File: src/rtl/mem_arbiter_if.sv
// Bus bundle between the icache, the dcache and the single-ported RAM.
// The slave modport is the arbiter's view. The master modport is the
// view of whatever drives the caches and models the RAM.
interface mem_arbiter_if;
    logic        iREN;
    logic [31:0] iaddr;
    logic        iwait;
    logic [31:0] iload;
    logic        dREN;
    logic        dWEN;
    logic [31:0] daddr;
    logic [31:0] dstore;
    logic        dwait;
    logic [31:0] dload;
    logic        ramREN;
    logic        ramWEN;
    logic [31:0] ramaddr;
    logic [31:0] ramstore;
    logic [31:0] ramload;
    logic        ram_ready;

    modport slave (
        input  iREN, iaddr, dREN, dWEN, daddr, dstore, ramload, ram_ready,
        output iwait, iload, dwait, dload, ramREN, ramWEN, ramaddr, ramstore
    );

    modport master (
        output iREN, iaddr, dREN, dWEN, daddr, dstore, ramload, ram_ready,
        input  iwait, iload, dwait, dload, ramREN, ramWEN, ramaddr, ramstore
    );
endinterface

File: src/rtl/mem_arbiter.sv
// Two-master arbiter for the single-ported RAM.
// The dcache wins ties. The icache is forced through once the dcache has
// completed STARVE_MAX back-to-back accesses while the icache was waiting.
// Every access passes through one IDLE arbitration cycle. Multi-word dcache
// transfers are therefore interleaved with arbitration.
module mem_arbiter #(
    parameter int STARVE_MAX = 4
) (
    input logic        CLK,
    input logic        RST,
    mem_arbiter_if.slave bus
);
    localparam int SW = $clog2(STARVE_MAX + 1);

    typedef enum logic [1:0] {IDLE, IGRANT, DGRANT} state_t;

    state_t        state;
    logic [SW-1:0] scnt;
    logic          dReq;
    logic          starved;

    assign dReq    = bus.dREN | bus.dWEN;
    assign starved = bus.iREN && (scnt == SW'(STARVE_MAX));

    // Grant state machine and starvation counter.
    // A grant ends on ram_ready, or early when its owner withdraws.
    always_ff @(posedge CLK or posedge RST) begin
        if (RST) begin
            state <= IDLE;
            scnt  <= '0;
        end else begin
            case (state)
                IDLE: begin
                    if (dReq && !starved)
                        state <= DGRANT;
                    else if (bus.iREN)
                        state <= IGRANT;
                end
                IGRANT:  if (bus.ram_ready || !bus.iREN) state <= IDLE;
                DGRANT:  if (bus.ram_ready || !dReq)     state <= IDLE;
                default: state <= IDLE;
            endcase

            // starved implies scnt is saturated, so the increment can never wrap
            if (!bus.iREN)
                scnt <= '0;
            else if (state == IGRANT && bus.ram_ready)
                scnt <= '0;
            else if (state == DGRANT && bus.ram_ready && dReq && !starved)
                scnt <= scnt + SW'(1);
        end
    end

    // RAM strobes and stalls are decoded from the current grant.
    // Because they are not registered, a reset drops the strobes at once.
    always_comb begin
        bus.ramREN   = 1'b0;
        bus.ramWEN   = 1'b0;
        bus.ramaddr  = '0;
        bus.ramstore = '0;
        bus.iwait    = bus.iREN;
        bus.dwait    = dReq;
        case (state)
            IGRANT: begin
                bus.ramREN  = 1'b1;
                bus.ramaddr = bus.iaddr;
                bus.iwait   = ~bus.ram_ready;
            end
            DGRANT: begin
                bus.ramWEN   = bus.dWEN;
                bus.ramREN   = bus.dREN & ~bus.dWEN;
                bus.ramaddr  = bus.daddr;
                bus.ramstore = bus.dstore;
                bus.dwait    = ~bus.ram_ready;
            end
            default: ;
        endcase
    end

    // Both masters see the read data. Each one qualifies it with its own wait.
    assign bus.iload = bus.ramload;
    assign bus.dload = bus.ramload;
endmodule

File: src/flat_wrapper.sv
// flat-port wrapper written by rule: the top's interface ports become plain ports
module mem_arbiter_flat 
#(
    parameter int STARVE_MAX = 4
)
  (CLK, RST, bus_iREN, bus_iaddr, bus_dREN, bus_dWEN, bus_daddr, bus_dstore, bus_ramload, bus_ram_ready, bus_iwait, bus_iload, bus_dwait, bus_dload, bus_ramREN, bus_ramWEN, bus_ramaddr, bus_ramstore);
  mem_arbiter_if bus_i ();
  input logic CLK;
  input logic RST;
  input wire logic [$bits(bus_i.iREN)-1:0] bus_iREN;
  input wire logic [$bits(bus_i.iaddr)-1:0] bus_iaddr;
  input wire logic [$bits(bus_i.dREN)-1:0] bus_dREN;
  input wire logic [$bits(bus_i.dWEN)-1:0] bus_dWEN;
  input wire logic [$bits(bus_i.daddr)-1:0] bus_daddr;
  input wire logic [$bits(bus_i.dstore)-1:0] bus_dstore;
  input wire logic [$bits(bus_i.ramload)-1:0] bus_ramload;
  input wire logic [$bits(bus_i.ram_ready)-1:0] bus_ram_ready;
  output wire logic [$bits(bus_i.iwait)-1:0] bus_iwait;
  output wire logic [$bits(bus_i.iload)-1:0] bus_iload;
  output wire logic [$bits(bus_i.dwait)-1:0] bus_dwait;
  output wire logic [$bits(bus_i.dload)-1:0] bus_dload;
  output wire logic [$bits(bus_i.ramREN)-1:0] bus_ramREN;
  output wire logic [$bits(bus_i.ramWEN)-1:0] bus_ramWEN;
  output wire logic [$bits(bus_i.ramaddr)-1:0] bus_ramaddr;
  output wire logic [$bits(bus_i.ramstore)-1:0] bus_ramstore;
  assign bus_i.iREN = bus_iREN;
  assign bus_i.iaddr = bus_iaddr;
  assign bus_i.dREN = bus_dREN;
  assign bus_i.dWEN = bus_dWEN;
  assign bus_i.daddr = bus_daddr;
  assign bus_i.dstore = bus_dstore;
  assign bus_i.ramload = bus_ramload;
  assign bus_i.ram_ready = bus_ram_ready;
  assign bus_iwait = bus_i.iwait;
  assign bus_iload = bus_i.iload;
  assign bus_dwait = bus_i.dwait;
  assign bus_dload = bus_i.dload;
  assign bus_ramREN = bus_i.ramREN;
  assign bus_ramWEN = bus_i.ramWEN;
  assign bus_ramaddr = bus_i.ramaddr;
  assign bus_ramstore = bus_i.ramstore;
  mem_arbiter #(.STARVE_MAX(STARVE_MAX)) u_core (.CLK(CLK), .RST(RST), .bus(bus_i));
endmodule
File: config.mk
export PLATFORM = sky130hd
export DESIGN_NAME = mem_arbiter_flat
export DESIGN_NICKNAME = d
export VERILOG_FILES = /design/src/rtl/mem_arbiter_if.sv /design/src/rtl/mem_arbiter.sv /design/src/flat_wrapper.sv
export SDC_FILE = /design/constraint.sdc
export NUM_CORES = 1
export LEC_CHECK = 0
export CORE_AREA = 5 5 101 103
export CTS_CLUSTER_DIAMETER = 120
export DETAILED_ROUTE_END_ITERATION = 12
export DIE_AREA = 0 0 106 108
export GPL_ROUTABILITY_DRIVEN = 0
export PLACE_DENSITY = 0.8
export REMOVE_ABC_BUFFERS = 1
export SYNTH_ARGS = -nofsm -noshare
export SYNTH_HDL_FRONTEND = slang
export SYNTH_SLANG_ARGS = --single-unit
export TNS_END_PERCENT = 10
File: constraint.sdc
create_clock -name CLK -period 4.1 [get_ports CLK]
set_input_delay 0.82 -clock CLK [delete_from_list [all_inputs] [get_ports CLK]]
set_output_delay 0.82 -clock CLK [all_outputs]
set_load 0.02 [all_outputs]
==> Word-level counts from Yosys, hierarchy flattened <==
Cells that the tools add are included.
{ "totals": {"input_bits": 134, "out_inout_bits": 132, "wordCells": 41, "regBits": 5} }
{ "op_classes": {"n_eq_ne": 7, "addsub": 1, "muxes": 14, "bitwise": 4, "reduce_logical": 13} }
{ "op_table": {"columns": ["cell", "count"], "rows": [
  ["$pmux W32 S2", 1],
  ["$mux W32", 1],
  ["$mux W3", 3],
  ["$mux W2", 4],
  ["$logic_and A1 B1 Y1", 6],
  ["$pmux W2 S3", 1],
  ["$ne A2 B1 Y1 const B", 2],
  ["$add A3 B1 Y3 const B", 1],
  ["$eq A3 B3 Y1 const B", 1],
  ["$logic_not A1 Y1", 3],
  ["$mux W1", 3],
  ["$ne A3 B1 Y1 const B", 1],
  ["$ne A3 B2 Y1 const B", 1],
  ["$reduce_and A3 Y1", 1],
  ["$eq A2 B1 Y1 const B", 1],
  ["$eq A2 B2 Y1 const B", 1],
  ["$logic_not A2 Y1", 1],
  ["$logic_or A1 B1 Y1", 2],
  ["$not A1 Y1", 2],
  ["$pmux W1 S2", 1],
  ["$and A1 B1 Y1", 1],
  ["$or A1 B1 Y1", 1]
]} }

==> Depth between registers and ports, before layout <==
Gate-level depths: netlist of the first run.
{ "logic_depth": {"word_depth": 7, "depth_mapped": 7, "depth_no_buf": 6} }

==> Worst setup path after synthesis of the first run <==
Ideal clock, no wire load.
{ "synth_path": {"kind": "reg2out", "start": "register u_core.state[1]", "end": "output bus_iwait", "t_required_ns": 3.280, "n_path_buf": 2, "arrival_time_ns": 1.376, "path_slack_ns": 1.904, "path_stages_with_launch": 6, "path_cell_list": "dfrtp_1 inv_1 ha_1 buf_2 buf_2 mux2i_1"} }
{ "synth_via": {"elab_chain_cells": 2} }
{ "synth_rtl": {"columns": ["item", "line", "text"], "rows": [
  ["from (decl)", "mem_arbiter.sv:17", "state_t state;"],
  ["from (signal assigned)", "mem_arbiter.sv:29", "state <= IDLE;"],
  ["from (signal assigned)", "mem_arbiter.sv:35", "state <= DGRANT;"],
  ["from (signal assigned)", "mem_arbiter.sv:37", "state <= IGRANT;"],
  ["$eq A2 B1 Y1", "mem_arbiter.sv:63", "case (state)"],
  ["$mux W1", "mem_arbiter.sv:63", null],
  ["to (decl)", "flat_wrapper.sv:18", "output wire logic [$bits(bus_i.iwait)-1:0] bus_iwait;"]
]} }
No other way between the ends.

==> Worst setup path in the final report of the first run <==
{ "layout_path": {"start": "register u_core.state[0]", "end": "output bus_ramREN"} }
{ "layout_via": {"elab_chain_cells": 2, "word_cells_on_any_way": 3, "cone_classes": "eq/ne: 2; mux: 1"} }
{ "layout_rtl": {"columns": ["item", "line", "text"], "rows": [
  ["$eq A2 B2 Y1 / $eq A2 B1 Y1 (equally long branches)", "mem_arbiter.sv:63", null],
  ["$pmux W1 S2 (*)", "mem_arbiter.sv:63", null],
  ["to (decl)", "flat_wrapper.sv:22", "output wire logic [$bits(bus_i.ramREN)-1:0] bus_ramREN;"]
]} }
Mark *: on every way between the ends. The rest lies on a longest branch, timed or not.

==> qor.csv, run 1 <==
stage,metric,value,unit
synth,mux share of post-synthesis cell area,0.0125,
power,Int Pwr,815,uW
synth,syn avg cell area,7.27,um^2
clock_network,CTS root buf,clkbuf_8,
finish,Area Overhead vs Synth,84.7,%
placed_design,DPL Wire Length,9570,um
timing,fmax,0.297,GHz
worst_hold_path,worst hold-check path type,flop to flop,
timing,setup TNS,0,ns
route,DR vias/cell,4.54,
route,DRT Pass-1 Iters,4,
power,Pleak,0.00104,uW
die,Die X-Extent,106,um
die,IO Pins,266,
synth,Syn Inst Count,220,
critical_path,Critical Path RT,3.28,ns
synth,post-synthesis compound-gate area fraction,0.207,
timing,Worst Skew,0.000345,ns
critical_path,slowest library cell on the worst path,clkdlybuf4s50_1,
route,drt wl/cell,26.0,um
clock_network,post-CTS setup buffer count,0,
synth,most frequent cell after synthesis,buf_4,
synth,Post-synth top cells,"buf_4 (64), and2_1 (33), a22oi_1 (32), nor2b_1 (32), buf_2 (12)",
power,VDD IR max,363,uV
power,Clock power frac,0.059,
critical_path,critical path class,flop to output port,
synth,"FF+latch count, synth",5,
grt,global route overflow,0,
clock_network,hold buffers post-CTS,0,
critical_path,"Max FO, Critical Path",41,
grt,global-route wire length before repair,15000,um
route,via count,1939,
die,Initial Util,0.176,
finish,FILL cells,952,
timing,Slew HR,0.463,
synth,sequential area share after synthesis,0.0782,
worst_hold_path,Hold Startpoint,u_core.state[0],
synth,mapped cell area,1600,um^2
route,WL final,11100,um
grt,largest net degree at the start of global routing,42,
clock_network,clock slew at reported path FFs,0.04,ns
grt,number of global-route vias before repair,2105,
timing,Final Hold Viols,0,
die,die area,11400,um^2
critical_path,worst r2r src,u_core.state[0],
route,DRC marker count from the first detailed-route iteration,87,
synth,"top cells by area, synth","buf_4 (30%), a22oi_1 (15%), and2_1 (13%), nor2b_1 (13%), dfrtp_1 (7.8%)",
grt,gr usage total,0.183,
placed_design,Area after DPL,2910,um^2
synth,"Primary FF master, synth",dfrtp_1,
critical_path,Worst setup SP type,flop,
status,status,completed,
placed_design,port bufs,169,
synth,Syn. warnings,0,
timing,"Period Utilization, post-route",0.822,
finish,layout cells sized above 1,0.0348,
power,Comb pwr share,0.897,
route,drt drc,0,
timing,Slew @ Worst Pin,0.806,ns
finish,Final #Nets,456,
power,pwr/cell area,535,nW/um^2
power,Seq pwr share,0.045,
clock_network,cts repair resizes,0,
finish,Inserted Diodes,0,
power,Sw Ratio,0.484,
route,Post-DRT Antenna Nets,0,
clock_network,H-tree depth,1,
critical_path,CP Capture Type,output port,
timing,Tmin final,3.37,ns
critical_path,worst path arrival time,2.55,ns
flow_run,Max Cap Viol,0,
timing,"Slew Viols, Final",0,
synth,"area leader, netlist",buf_4,
clock_network,Clock Tree Buf Depth,2,
synth,"Async S/R FF share, synth",1.00,
synth,synth unique cells,27,
synth,Post-Synth Adder-Cell Area,0.0391,
finish,design area,2950,um^2
clock_network,cts bufs inserted,3,
die,Chip Height,108,um
synth,area share of the largest cell type after synthesis,0.300,
clock_network,CTS tree,built,
critical_path,WP buf/inv,3,
critical_path,Critical path origin,u_core.state[0],
timing,RSZ-0062 raised after global routing,false,
synth,largest family of logic cells by synthesized area,buffers and inverters,
grt,number of antenna violations at the first check in global routing,2,
synth,Synth Area in Simple Gates,0.298,
critical_path,Crit path max-delay family,buffers and inverters,
synth,Post-synth EDFFs,0,
critical_path,cells along the critical path,"inv_1, ha_2, buf_12, nand2_1, nor2_1, o21a_1, clkdlybuf4s50_1",
critical_path,peak per-stage delay on the critical path,0.61,ns
timing,# setup viols final,0,
die,Core Area,9110,um^2
clock_network,clock sinks,5,
synth,Post-Synth XOR/XNOR Area,0.00548,
power,NetSw,764,uW
clock_network,"Clk Latency, worst-skew pair",0.22,ns
die,Row Count,35,
-- cell type report --
| type | instances | area (um^2) | area share |
|---|---|---|---|
| Clock buffer | 4 | 45.0 | 0.0153 |
| Multi-Input combinational cell | 130 | 902 | 0.306 |
| Tap cell | 111 | 139 | 0.0470 |
| Sequential cell | 5 | 125 | 0.0424 |
| Inverter | 6 | 22.5 | 0.00763 |
| Timing Repair Buffer | 171 | 1720 | 0.582 |
-- worst paths after layout --
path                       slack, ns               to  cells after the start
max                             0.73       bus_ramREN                      7
min                             0.58  u_core.state[0]                      2
max reg2reg                     1.97   u_core.scnt[1]                      7
min reg2reg                     0.58  u_core.state[0]                      2
max in group asynchronous       3.10   u_core.scnt[2]                      2
min in group asynchronous       0.82  u_core.state[0]                      2
-- routing by layer --
metal | share of wire | up-vias | track usage
li1 | - | 861 | -
met1 | 0.36 | 858 | 0.192
met2 | 0.38 | 202 | 0.242
met3 | 0.25 | 10 | 0.213
met4 | 0.0021 | 8 | 0.0157
met5 | 0.012 | - | 0.0759
-- flip-flops by register name (all words and copies together) (netlist names) --
| name | count |
|---|---|
| u_core.scnt | 3 |
| u_core.state | 2 |
-- cells by family (layout without fill, tap and decap cells) --
| kind of cell | count (synthesis) | in the layout |
|---|---|---|
| buffers and inverters | 85 | 181 |
| AOI/OAI and AO/OA | 43 | 43 |
| adders and majority gates | 5 | 5 |
| DFF | 5 | 5 |
| muxes | 2 | 2 |
| xor gates and xnor gates | 1 | 1 |
| and+or+nand+nor | 79 | 79 |
-- layout by cell type, fill, tap and decap left out --
| master | n |
|---|---|
| a21o_1 | 1 |
| or2_2 | 1 |
| clkbuf_8 | 3 |
| ha_2 | 1 |
| xnor2_1 | 1 |
| o21a_1 | 2 |
| a21oi_1 | 3 |
| buf_4 | 1 |
| clkdlybuf4s50_1 | 169 |
| and2_1 | 33 |
| ha_1 | 4 |
| mux2i_1 | 2 |
| nor2_1 | 2 |
| nor2_2 | 2 |
| a311oi_1 | 1 |
| nand2_1 | 4 |
| nand2b_1 | 1 |
| and3_1 | 1 |
| o211ai_1 | 1 |
| a311oi_4 | 1 |
| a22oi_1 | 32 |
| buf_12 | 1 |
| a31oi_1 | 1 |
| nand3_1 | 2 |
| dfrtp_1 | 5 |
| nand2_2 | 1 |
| o21ai_0 | 1 |
| nor2b_1 | 32 |
| clkbuf_1 | 1 |
| inv_1 | 6 |
-- power groups by stage --
stage	Combinational, uW	Sequential, uW	Clock (uW)
floorplan	723	68.3	0
global placement	1410	69.7	0
detailed placement	1430	70.3	0
CTS	1440	70.3	95.1
global route	1520	72.0	97.2
finish	1420	70.3	92.6
-- worst register-to-register path: stages, from the launching register on --
cell      delay [ns]
dfrtp_1         0.39
inv_1           0.10
ha_2            0.58
buf_12          0.27
nand2_2         0.12
a311oi_4        0.27
mux2i_1         0.23
nor2_1          0.06
-- metrics by stage --
stage	util	hold slack (ns)	cells	setup slack [ns]	power, uW
2_1_floorplan	-	0.513	141	1.19	791
3_3_place_gp	0.319	0.534	423	0.916	1480
3_5_place_dp	0.319	0.568	423	0.951	1500
4_1_cts	0.324	0.576	427	0.711	1600
5_1_grt	0.324	0.604	427	0.615	1690
6_report	0.324	0.576	427	0.729	1580
No activity file was read; power rests on OpenSTA's default activity.
==> run 2: changes to the inputs <==
--- a/config.mk
+++ b/config.mk
@@ -5,12 +5,12 @@
 export SDC_FILE = /design/constraint.sdc
 export NUM_CORES = 1
 export LEC_CHECK = 0
-export CORE_AREA = 5 5 101 103
+export CORE_AREA = 5 5 100 102
 export CTS_CLUSTER_DIAMETER = 120
 export DETAILED_ROUTE_END_ITERATION = 12
-export DIE_AREA = 0 0 106 108
+export DIE_AREA = 0 0 105 107
 export GPL_ROUTABILITY_DRIVEN = 0
-export PLACE_DENSITY = 0.8
+export PLACE_DENSITY = 0.81
 export REMOVE_ABC_BUFFERS = 1
 export SYNTH_ARGS = -nofsm -noshare
 export SYNTH_HDL_FRONTEND = slang
==> constraint.sdc (replaced) <==
create_clock -name CLK -period 3.36 [get_ports CLK]
set_input_delay 0.672 -clock CLK [delete_from_list [all_inputs] [get_ports CLK]]
set_output_delay 0.672 -clock CLK [all_outputs]
set_load 0.02 [all_outputs]
==> qor.csv, run 2 (synthesis results as in run 1) <==
stage,metric,value,unit
clock_network,H-tree depth,1,
critical_path,"Max FO, Critical Path",29,
timing,Final Hold Viols,0,
critical_path,worst setup path endpoint,bus_ramaddr[21],
route,drt wl/cell,26.9,um
worst_hold_path,WHS Path Cells,2,
die,Chip Height,107,um
power,Pleak,0.00105,uW
finish,design area,2970,um^2
finish,FILL cells,931,
finish,Area Overhead vs Synth,85.9,%
clock_network,clock sinks,5,
power,pwr/cell area,664,nW/um^2
critical_path,worst r2r src,u_core.state[0],
finish,Register Area,125,um^2
power,Sw Ratio,0.492,
die,Core Area,9020,um^2
critical_path,Critical Path RT,2.69,ns
timing,setup TNS,0,ns
route,DRC marker count from the first detailed-route iteration,86,
finish,max FFs per register,3,
power,NetSw,971,uW
timing,Worst Skew,0.000140,ns
route,Post-DRT Antenna Nets,0,
critical_path,FF-to-FF End,u_core.state[0],
route,drt drc,0,
clock_network,Clock Tree Buf Depth,2,
critical_path,critical path class,flop to output port,
critical_path,worst path arrival time,2.28,ns
finish,area occupied by multi-input gates,902,um^2
critical_path,R2R setup slack,1.60,ns
placed_design,port bufs,169,
finish,Final #Nets,457,
flow_run,Max Cap Viol,0,
finish,Largest regs,"u_core.scnt (3), u_core.state (2)",
finish,largest register by flop count,u_core.scnt,
power,Seq pwr share,0.043,
finish,final cell count without fillers,428,
timing,fmax,0.339,GHz
clock_network,"Clk Latency, worst-skew pair",0.22,ns
clock_network,cts repair resizes,0,
grt,largest net degree at the start of global routing,71,
timing,Slew @ Worst Pin,0.460,ns
die,IO Pins,266,
clock_network,cts bufs inserted,3,
placed_design,DP Cell Count,424,
finish,most frequent cells in the layout,"clkdlybuf4s50_1 (169), and2_1 (33), a22oi_1 (32), nor2b_1 (32), inv_1 (6)",
clock_network,post-CTS setup buffer count,0,
die,Row Count,35,
route,DRT Pass-1 Iters,4,
worst_hold_path,worst hold-check path type,flop to flop,
critical_path,R2R depth,7,
grt,number of global-route vias before repair,2086,
critical_path,CP Capture Type,output port,
grt,global route overflow,0,
timing,RSZ-0062 raised after global routing,false,
finish,Inserted Diodes,0,
route,WL final,11500,um
finish,"commonest non-fill, non-tap cell in the layout",clkdlybuf4s50_1,
timing,# setup viols final,0,
power,VDD IR max,375,uV
clock_network,CTS tree,built,
power,Comb pwr share,0.901,
grt,gr usage total,0.193,
clock_network,hold buffers post-CTS,0,
power,Int Pwr,1000,uW
clock_network,clock slew at reported path FFs,0.03,ns
die,die area,11200,um^2
timing,final hold slack,0.565,ns
clock_network,CTS root buf,clkbuf_8,
die,Initial Util,0.177,
timing,Slew HR,0.693,
power,Clock power frac,0.055,
timing,"Period Utilization, post-route",0.879,
placed_design,Area after DPL,2930,um^2
timing,"Slew Viols, Final",0,
route,via count,1921,
critical_path,Critical path origin,u_core.state[1],
timing,Tmin final,2.95,ns
grt,number of antenna violations at the first check in global routing,0,
critical_path,Worst setup SP type,flop,
grt,global-route wire length before repair,15500,um
die,Die X-Extent,105,um
route,DR vias/cell,4.49,
finish,layout cells sized above 1,0.0379,
status,status,completed,
placed_design,DPL Wire Length,9890,um
run 2: cell type report:
cell class	count	area share
clock buffers	4	0.0152
inverters	6	0.00758
multi-input cells	130	0.303
flip-flops and latches	5	0.0421
well taps	111	0.0467
repair buffers	172	0.585
run 2: metrics by stage:
step                      utilization  setup slack, ns  power [uW]
after global placement          0.325            0.530        1850
after floorplan                     -            0.598         965
after detailed placement        0.325            0.509        1870
after CTS                       0.330            0.379        2000
final                           0.330            0.406        1970
after global routing            0.330            0.272        2100
run 2: worst min-delay path by stage:
stage	startpoint	endpoint	slack, ns
floorplan	RST	u_core.scnt[0]	0.45
global placement	u_core.state[0]	u_core.state[0]	0.54
detailed placement	u_core.state[0]	u_core.state[0]	0.56
CTS	u_core.state[0]	u_core.state[0]	0.57
global route	u_core.state[0]	u_core.state[0]	0.61
finish	u_core.state[0]	u_core.state[0]	0.57
run 2: layer usage:
layer / share of wire / global-route usage / vias to the layer above
li1: - / - / 861
met1: 0.34 / 0.188 / 843
met2: 0.37 / 0.252 / 207
met3: 0.27 / 0.253 / 8
met4: 0.0074 / 0.0228 / 2
met5: 0.0063 / 0.0476 / -
run 2: worst max-delay path, cell delays in order, from the launching register on:
cell             delay [ns]
dfrtp_1                0.39
inv_1                  0.12
ha_1                   0.45
buf_12                 0.24
a22oi_1                0.10
nor2b_1                0.13
clkdlybuf4s50_1        0.61
run 2: power by group through the flow:
stage,Sequential [uW],Clock [uW],Combinational [uW]
4_1_cts,85.9,111,1800
3_5_place_dp,86.6,0,1790
5_1_grt,87.1,118,1900
3_3_place_gp,84.6,0,1770
2_1_floorplan,83.3,0,882
6_report,85.8,109,1780
